## src/rtl/cordic_atan2.sv

```systemverilog
// cordic_atan2: iterative vectoring-mode CORDIC computing atan2(y, x) and the
// uncompensated vector magnitude K*sqrt(x^2 + y^2), one micro-rotation per
// enabled clock and a single operation in flight.
//
// Ports
//   clk        rising-edge clock
//   reset      synchronous, active-low reset
//   clk_en     advance enable; when low everything holds and no handshake completes
//   in_valid   operand valid          in_ready   high only while idle
//   x_in,y_in  signed Q2.WIDTH operands
//   out_valid  result valid (DONE)    out_ready  consumer takes the result
//   angle      signed Q3.WIDTH radians, range (-pi, +pi]
//   magnitude  unsigned Q4.WIDTH, K*r with K ~= 1.646760 left in
//
// The arctangent table is built at elaboration from 60-fractional-bit values,
// so WIDTH must stay at or below 56.
module cordic_atan2 #(
  parameter int WIDTH = 24
) (
  input  logic                   clk,
  input  logic                   reset,
  input  logic                   clk_en,
  input  logic                   in_valid,
  output logic                   in_ready,
  input  logic signed [WIDTH+1:0] x_in,
  input  logic signed [WIDTH+1:0] y_in,
  output logic                   out_valid,
  input  logic                   out_ready,
  output logic signed [WIDTH+2:0] angle,
  output logic        [WIDTH+3:0] magnitude
);

  localparam int CNT_W = (WIDTH > 1) ? $clog2(WIDTH) : 1;

  // pi/4 and pi/2 scaled by 2^60
  localparam logic [63:0] PI4_60 = 64'h0C90_FDAA_2216_8C23;
  localparam logic [63:0] PI2_60 = 64'h1921_FB54_442D_1847;

  localparam logic [1:0] S_IDLE   = 2'd0;
  localparam logic [1:0] S_ROTATE = 2'd1;
  localparam logic [1:0] S_DONE   = 2'd2;

  // atan(2^-n) * 2^60. n = 0 uses the pi/4 constant; otherwise the Taylor
  // series, which converges by at least 4x per term for n >= 1.
  function automatic logic [63:0] atan60(input int n);
    logic [63:0] acc;
    logic [63:0] term;
    int          sh;
    acc = '0;
    if (n == 0) begin
      acc = PI4_60;
    end else begin
      for (int k = 0; k < 30; k++) begin
        sh = 60 - n * (2 * k + 1);
        if (sh >= 0) begin
          term = (64'd1 << sh) / 64'(2 * k + 1);
          if (k % 2 == 1) acc = acc - term;
          else            acc = acc + term;
        end
      end
    end
    return acc;
  endfunction

  // Round a 60-fractional-bit constant to WIDTH fractional bits.
  function automatic logic signed [WIDTH+2:0] rnd_frac(input logic [63:0] v);
    return (WIDTH+3)'((v + (64'd1 << (59 - WIDTH))) >> (60 - WIDTH));
  endfunction

  localparam logic signed [WIDTH+2:0] HALF_PI = rnd_frac(PI2_60);
  localparam logic [CNT_W-1:0]        LAST    = CNT_W'(WIDTH - 1);

  logic signed [WIDTH+2:0] atan_tab [WIDTH];

  for (genvar g = 0; g < WIDTH; g++) begin : g_atan
    localparam logic signed [WIDTH+2:0] ATAN_I = rnd_frac(atan60(g));
    assign atan_tab[g] = ATAN_I;
  end

  logic [1:0]              state;
  logic [CNT_W-1:0]        i;
  logic signed [WIDTH+3:0] xr;
  logic signed [WIDTH+3:0] yr;
  logic signed [WIDTH+2:0] zr;
  logic                    zero_flag;

  assign in_ready  = (state == S_IDLE);
  assign out_valid = (state == S_DONE);

  // Quadrant pre-rotation: fold the left half-plane into x >= 0 by +-90 deg.
  logic signed [WIDTH+3:0] x_ext;
  logic signed [WIDTH+3:0] y_ext;
  logic signed [WIDTH+3:0] x_ld;
  logic signed [WIDTH+3:0] y_ld;
  logic signed [WIDTH+2:0] z_ld;

  assign x_ext = {{2{x_in[WIDTH+1]}}, x_in};
  assign y_ext = {{2{y_in[WIDTH+1]}}, y_in};

  always_comb begin
    x_ld = x_ext;
    y_ld = y_ext;
    z_ld = '0;
    if (x_in[WIDTH+1]) begin
      if (!y_in[WIDTH+1]) begin
        x_ld = y_ext;
        y_ld = -x_ext;
        z_ld = HALF_PI;
      end else begin
        x_ld = -y_ext;
        y_ld = x_ext;
        z_ld = -HALF_PI;
      end
    end
  end

  // One micro-rotation driving yr toward zero; y == 0 counts as non-negative,
  // which keeps the x<0, y=0 case on the +pi side.
  logic signed [WIDTH+3:0] x_sh;
  logic signed [WIDTH+3:0] y_sh;
  logic signed [WIDTH+3:0] x_nx;
  logic signed [WIDTH+3:0] y_nx;
  logic signed [WIDTH+2:0] z_nx;

  assign x_sh = xr >>> i;
  assign y_sh = yr >>> i;

  always_comb begin
    if (!yr[WIDTH+3]) begin
      x_nx = xr + y_sh;
      y_nx = yr - x_sh;
      z_nx = zr + atan_tab[i];
    end else begin
      x_nx = xr - y_sh;
      y_nx = yr + x_sh;
      z_nx = zr - atan_tab[i];
    end
  end

  always_ff @(posedge clk) begin
    if (!reset) begin
      state     <= S_IDLE;
      i         <= '0;
      xr        <= '0;
      yr        <= '0;
      zr        <= '0;
      zero_flag <= 1'b0;
      angle     <= '0;
      magnitude <= '0;
    end else if (clk_en) begin
      case (state)
        S_IDLE: begin
          if (in_valid) begin
            xr        <= x_ld;
            yr        <= y_ld;
            zr        <= z_ld;
            i         <= '0;
            // A zero vector has no direction; the iterations still run for
            // fixed latency but the result is forced to zero.
            zero_flag <= (x_in == '0) && (y_in == '0);
            state     <= S_ROTATE;
          end
        end
        S_ROTATE: begin
          xr <= x_nx;
          yr <= y_nx;
          zr <= z_nx;
          i  <= i + CNT_W'(1);
          if (i == LAST) begin
            angle     <= zero_flag ? '0 : z_nx;
            magnitude <= zero_flag ? '0 : x_nx;
            state     <= S_DONE;
          end
        end
        S_DONE: begin
          if (out_ready) state <= S_IDLE;
        end
        default: state <= S_IDLE;
      endcase
    end
  end

endmodule

```

## config.mk

```make
export PLATFORM = sky130hd
export DESIGN_NAME = cordic_atan2
export DESIGN_NICKNAME = d
export VERILOG_FILES = /design/src/rtl/cordic_atan2.sv
export SDC_FILE = /design/constraint.sdc
export NUM_CORES = 1
export LEC_CHECK = 0
export CAP_MARGIN = 20
export CORE_MARGIN = 3
export CORE_UTILIZATION = 40
export DETAILED_ROUTE_END_ITERATION = 7
export MAX_ROUTING_LAYER = met4
export SLEW_MARGIN = 20
export SYNTH_ARGS = -nofsm -noshare
export SYNTH_HDL_FRONTEND = slang
export SYNTH_SLANG_ARGS = --single-unit
```

## constraint.sdc

```tcl
create_clock -name clk -period 10.4 [get_ports clk]
set_clock_uncertainty 0.1 [all_clocks]
set_input_delay 2.08 -clock clk [delete_from_list [all_inputs] [get_ports clk]]
set_output_delay 2.08 -clock clk [all_outputs]
set_load 0.05 [all_outputs]
```

Yosys cells after proc, flatten, opt, wreduce, memory -nomap -nowiden
Memory sizes are Yosys's and may differ from the RTL's. Cells that the tools add are included.

Bits in registers: 146. Memory bits (read-only): 864. Input port bits: 57. Output and inout port bits: 57. Logic and storage cells: 62. Memories: 1.

$add $sub $neg: 9. Magnitude comparators: 1. Equality and inequality tests: 6. Shifts and indexed selects: 2. Multiplexer cells: 25. Bitwise operators: 1. Reduce and logical (&&, ||, !) cells: 9.

Memories: (no name shown) (words 32, bits a word 27, rd ports 1, clocked after Yosys merged registers in 0, write ports 0, RTL line 136) `z_nx = zr - atan_tab[i];`.

Operators by type and width (number): 28-bit 2-to-1 mux (9); 27-bit 2-to-1 mux (7); 28-bit case mux with 2 select lines (2); 28-bit adder (2); 26-bit negator with 28-bit output (2); 28-bit by 5-bit >>> shifter with 28-bit output (2); 28-bit subtractor (2); 27-bit case mux with 2 select lines (1); 26-bit zero test (2); 27-bit adder (1); 27-bit subtractor (1); 5-bit case mux with 2 select lines (1); 3-bit AND reduction (3); 6-bit greater-or-equal comparator (second input constant) (1); 2-bit 2-to-1 mux (3); 5-bit inverter with 6-bit output (1); 2-bit case mux with 3 select lines (1); 5-bit by 1-bit adder with 5-bit output (second input constant) (1); 5-bit == test (second input constant) (1); 5-bit 2-to-1 mux (1); 2-bit != test (second input constant) (2); 4-bit AND reduction (1); 2-bit by 1-bit == test with 1-bit output (second input constant) (1); 2-bit == test (second input constant) (1); other kinds (4) (4).

Depth between registers and ports, before layout
Depth in word-level cells: 7. Mapped depth: 29. Gate-level depth less buffers: 24.

Least setup slack after synthesis
OpenSTA, ideal clock, no wires.

Path kind: register to register. Start point: reg i[0]. End point: reg magnitude[20]. Library setup time: 117 ps. Arrival: 5516 ps. Required time: 10183 ps. Setup slack: 4668 ps. Stages on the path, launching flop included: 27. Buffers on the path: 2. Clock period less this slack: 5732 ps. Path through: dfxtp_1 buf_2 buf_2 mux4_2 and2_1 a311oi_1 nor2_1 a21oi_1 ha_1 o2111a_1 and4_1 nor3b_2 nor3b_1 nor3_1 a21oi_1 o21ai_0 ha_1 a21o_1 a21o_1 a21o_1 a21oi_1 inv_1 o311a_1 o21ai_0 o32ai_1 or3_1 a22o_1.

Word-level cells in the longest chain between the ends: 4. Elaborated cells between the ends (all ways): 7. Classes of those cells: 2 x add/sub; 1 x eq/ne; 1 x shift; 2 x mux; 1 x reduce/logical.

Ends and longest elaborated chain: from (decl) (RTL line 81) `logic [CNT_W-1:0] i;`; from (signal assigned) (RTL line 168) `i <= i + CNT_W'(1);`; 28-bit by 5-bit >>> shifter with 28-bit output (RTL line 126) `assign y_sh = yr >>> i;`; 28-bit adder or 28-bit subtractor (tied branches) (RTL line 130, 134); 28-bit 2-to-1 mux (RTL line 129) `if (!yr[WIDTH+3]) begin`; 28-bit 2-to-1 mux (RTL line 171) `magnitude <= zero_flag ? '0 : x_nx;`; to (signal assigned) (RTL line 171); to (decl) (RTL line 30) `output logic [WIDTH+3:0] magnitude`.

Parallel ways exist; a longest one is shown, timed or not. A chain may end at the register's enable or synchronous reset.

Worst setup path after layout
Start point: reg i[1]. End point: reg xr[25].

Word-level cells in the longest chain between the ends: 4. Elaborated cells between the ends (all ways): 5. Classes of those cells: 2 x add/sub; 1 x shift; 2 x mux.

Ends and longest elaborated chain: 28-bit by 5-bit >>> shifter with 28-bit output (*) (RTL line 126); 28-bit adder or 28-bit subtractor (tied branches) (RTL line 130, 134); 28-bit 2-to-1 mux (*) (RTL line 129); 28-bit case mux with 2 select lines (*) (RTL line 151) `case (state)`; to (signal assigned) (RTL line 154) `xr <= x_ld;`; to (signal assigned) (RTL line 165) `xr <= x_nx;`; to (decl) (RTL line 82) `logic signed [WIDTH+3:0] xr;`.

Every way passes the cells marked *; elsewhere a longest branch is shown, timed or not.

==> results.yml <==
status:
  status: "complete, no violations"
hold_path:
  hold_depth: 2
  hp-class: "flop to flop"
die:
  die_area_sq_um: 43310
  die_w_um: 208.1
  die_h_um: 208.1
  ios: 114
  initial_utilization: 0.4084
  core_sq_um: 40010
  rows: 73
critical_path:
  startpoint_type: "flop"
  worstPathBufferInverterCount: 1
  cp-end-kind: "flop"
  criticalPathCategory: "flop to flop"
  cp.arrival_ns: 7.45
  cp_top_family: "compound AO/OA/AOI/OAI gates"
  required_ns: 10.62
  cp_slowest_stage_delay_ns: 0.74
  slowest_stage: "dfxtp_4"
  r2r.worst_path.cells: 25
  crit_cells: 25
  cp_max_fo: 49
run:
  timing.max_cap.violations: 0
power:
  power_mw: 2.682
  p_seq_frac: 0.244
  power_density_nw_per_um2: 146.2
  p_switching_mw: 1.162
  power_frac_clock: 0.256
  ir_drop_uv: 135.6
  swShare: 0.4333
  p_int_mw: 1.520
  leakage_nw: 7.136
  pwr-share-comb: 0.500
clocking:
  root_buffer: "clkbuf_16"
  cts_buffer_depth: 2
  ctsResizeCount: 0
  numCtsBuffers: 17
  cts_tree: "done"
  hold_buffers: 0
  cts-htree-levels: 4
  clock-sinks: 146
  cts_setup_buffers: 0
  clk_pin_slew_ns: 0.07
  clk_latency_ns: 0.48
global_route:
  antenna_found_initial: 0
  grt_max_degree: 90
  overflow: 0
  grt_use_total: 0.2921
  first_global_vias: 15519
  grt_pass1_wl_mm: 96.35
synthesis:
  yosys_warnings: 0
  yosysUniqueCellTypes: 95
  syn_nets: 2243
  syn_area_sq_um: 16340
  synthFlopType: "dfxtp_1"
  synth_seq_cells: 146
  seq_area_frac_synth: 0.1789
  synth_cells: 2084
  synth_edf_count: 0
  syn-mean-instance-area_sq_um: 7.840
  synthArstFlopShare: 0
placement:
  io_buffers: 113
  hpwlAfterDp_mm: 48.14
  gp_congestion: 0.9895
final_layout:
  diodes: 0
  fin_nets: 2264
  multi_input_area_sq_um: 12600
  layout-drive-gt1-share: 0.08310
  layout_commonest_cell: "nor2_1"
  areaGrowthSynthToFinish_pct: 12.28
  seq_area_sq_um: 2932
  mostFrequentLayoutCells: "nor2_1, a21oi_1, dfxtp_1, nand2_1, o21ai_0"
  fillers: 4028
timing:
  slew_headroom: 0.2506
  finalSetupTns_ns: 0
  period_minus_slack_ns: 7.223
  final.period_utilization: 0.6945
  final_max_slew_viol_count: 0
  hold_viol: 0
  setup_violations: 0
  grt_setup_unrepaired: "false"
  fmax_mhz: 138.4
  tightestPinTransition_ns: 1.123
drt:
  wl_mm: 64.16
  wl_per_cell_um: 24.28
  drt-vias-per-instance: 6.377
  ant_nets: 0
  first_iter_violations: 1987
  vias: 16854
  drc: 0
  dr.pass1.iters: 6
-- cells by family after synthesis --
family	synth area share
compound gates	0.2887
simple gates	0.1831
buf+inv	0.05192
xor+xnor	0.09135
flops	0.1789
mux	0.1266
fa+ha+maj	0.07949
-- Yosys cell counts (7+ instances only) --
cell type | number | area, sq um
o21ai_0 | 118 | 590.6
clkbuf_1 | 94 | 352.8
mux2i_1 | 65 | 650.6
nand3_1 | 27 | 135.1
nor3_1 | 49 | 245.2
or3_1 | 17 | 106.4
nor4_1 | 7 | 43.79
buf_4 | 9 | 67.56
and3_1 | 17 | 106.4
buf_2 | 17 | 85.08
a211oi_1 | 49 | 367.9
nor2_1 | 268 | 1006
a31oi_1 | 28 | 175.2
o41ai_1 | 8 | 70.07
ha_1 | 99 | 1239
mux2_2 | 9 | 101.4
a21oi_1 | 190 | 950.9
nor2b_1 | 17 | 106.4
nand2b_1 | 31 | 193.9
a221oi_1 | 25 | 219.0
or2_2 | 9 | 56.30
mux4_2 | 55 | 1239
o31ai_1 | 13 | 97.59
a222oi_1 | 13 | 130.1
a21o_1 | 45 | 337.8
and2_1 | 19 | 118.9
buf_1 | 10 | 37.54
nand4_1 | 8 | 50.05
o211ai_1 | 19 | 142.6
nand2_1 | 139 | 521.8
o22ai_1 | 20 | 125.1
a311oi_1 | 10 | 87.58
o2bb2ai_1 | 7 | 61.31
buf_6 | 7 | 78.83
a22o_1 | 15 | 131.4
xnor2_1 | 105 | 919.6
o21bai_1 | 16 | 120.1
dfxtp_1 | 146 | 2923
inv_1 | 48 | 180.2
o21a_1 | 16 | 120.1
a22oi_1 | 50 | 375.4
xor2_1 | 61 | 534.3
-- state kept, by name (all words and copies together) (netlist names) --
| register | flops |
|---|---|
| zero_flag | 1 |
| zr | 27 |
| magnitude | 28 |
| i | 5 |
| state | 2 |
| xr | 28 |
| angle | 27 |
| yr | 28 |
-- metrics by stage --
stage          utilization  area [sq um]  worst slack, ns  std cells  hold WS, ns
3_5_place_dp        0.4429         17720            3.296       2611       0.3537
6_report            0.4586         18350            3.177       2643       0.3589
5_1_grt             0.4586         18350            2.695       2643       0.4001
3_3_place_gp        0.4427         17710            3.411       2610       0.3435
4_1_cts             0.4586         18350            3.262       2643       0.3694
2_1_floorplan            -         16340            4.668       2084       0.3537
-- metal layers --
layer	track usage	routed length, um
met1	0.4103	29230
met2	0.4205	27700
met3	0.05383	5029
met4	0.1011	2199
met5	-	0
-- layout make-up --
type,count,share of cell area
Clock buffer,20,0.02489
Inverter,51,0.01057
Clock inverter,12,0.009207
Multi-Input combinational cell,1748,0.6870
Timing Repair Buffer,141,0.07270
Tap cell,525,0.03581
Sequential cell,146,0.1598
-- power groups by stage --
stage | clock, mW | combinational, mW | sequential [mW]
finish | 0.688 | 1.34 | 0.655
global route | 0.717 | 1.46 | 0.656
CTS | 0.694 | 1.32 | 0.651
detailed placement | 0 | 1.31 | 0.664
global placement | 0 | 1.30 | 0.664
floorplan | 0 | 0.974 | 0.629
-- worst paths after layout --
path	start	slack, ns	end
hold / removal	angle[15]	0.36	angle[15]
setup / recovery	i[1]	3.18	xr[25]
hold reg to reg	angle[15]	0.36	angle[15]
setup reg to reg	i[1]	3.18	xr[25]
-- worst reg2reg max path, cell delays in order, from the launching register on --
cell	delay, ns
dfxtp_4	0.74
buf_4	0.75
mux4_2	0.60
and2_1	0.19
o31ai_1	0.31
nor2_1	0.07
a21oi_1	0.17
ha_1	0.24
o2111a_1	0.17
and4_1	0.28
nor3b_2	0.35
nor3b_1	0.30
nor3_1	0.08
a21oi_1	0.14
o21ai_0	0.10
ha_1	0.36
a21o_1	0.18
a21o_1	0.17
a21o_1	0.18
a21oi_1	0.28
o221ai_1	0.25
a41oi_1	0.40
nor2b_1	0.21
xnor2_1	0.10
a221oi_1	0.27
nor2_1	0.08
No activity file was read; power rests on OpenSTA's default activity.
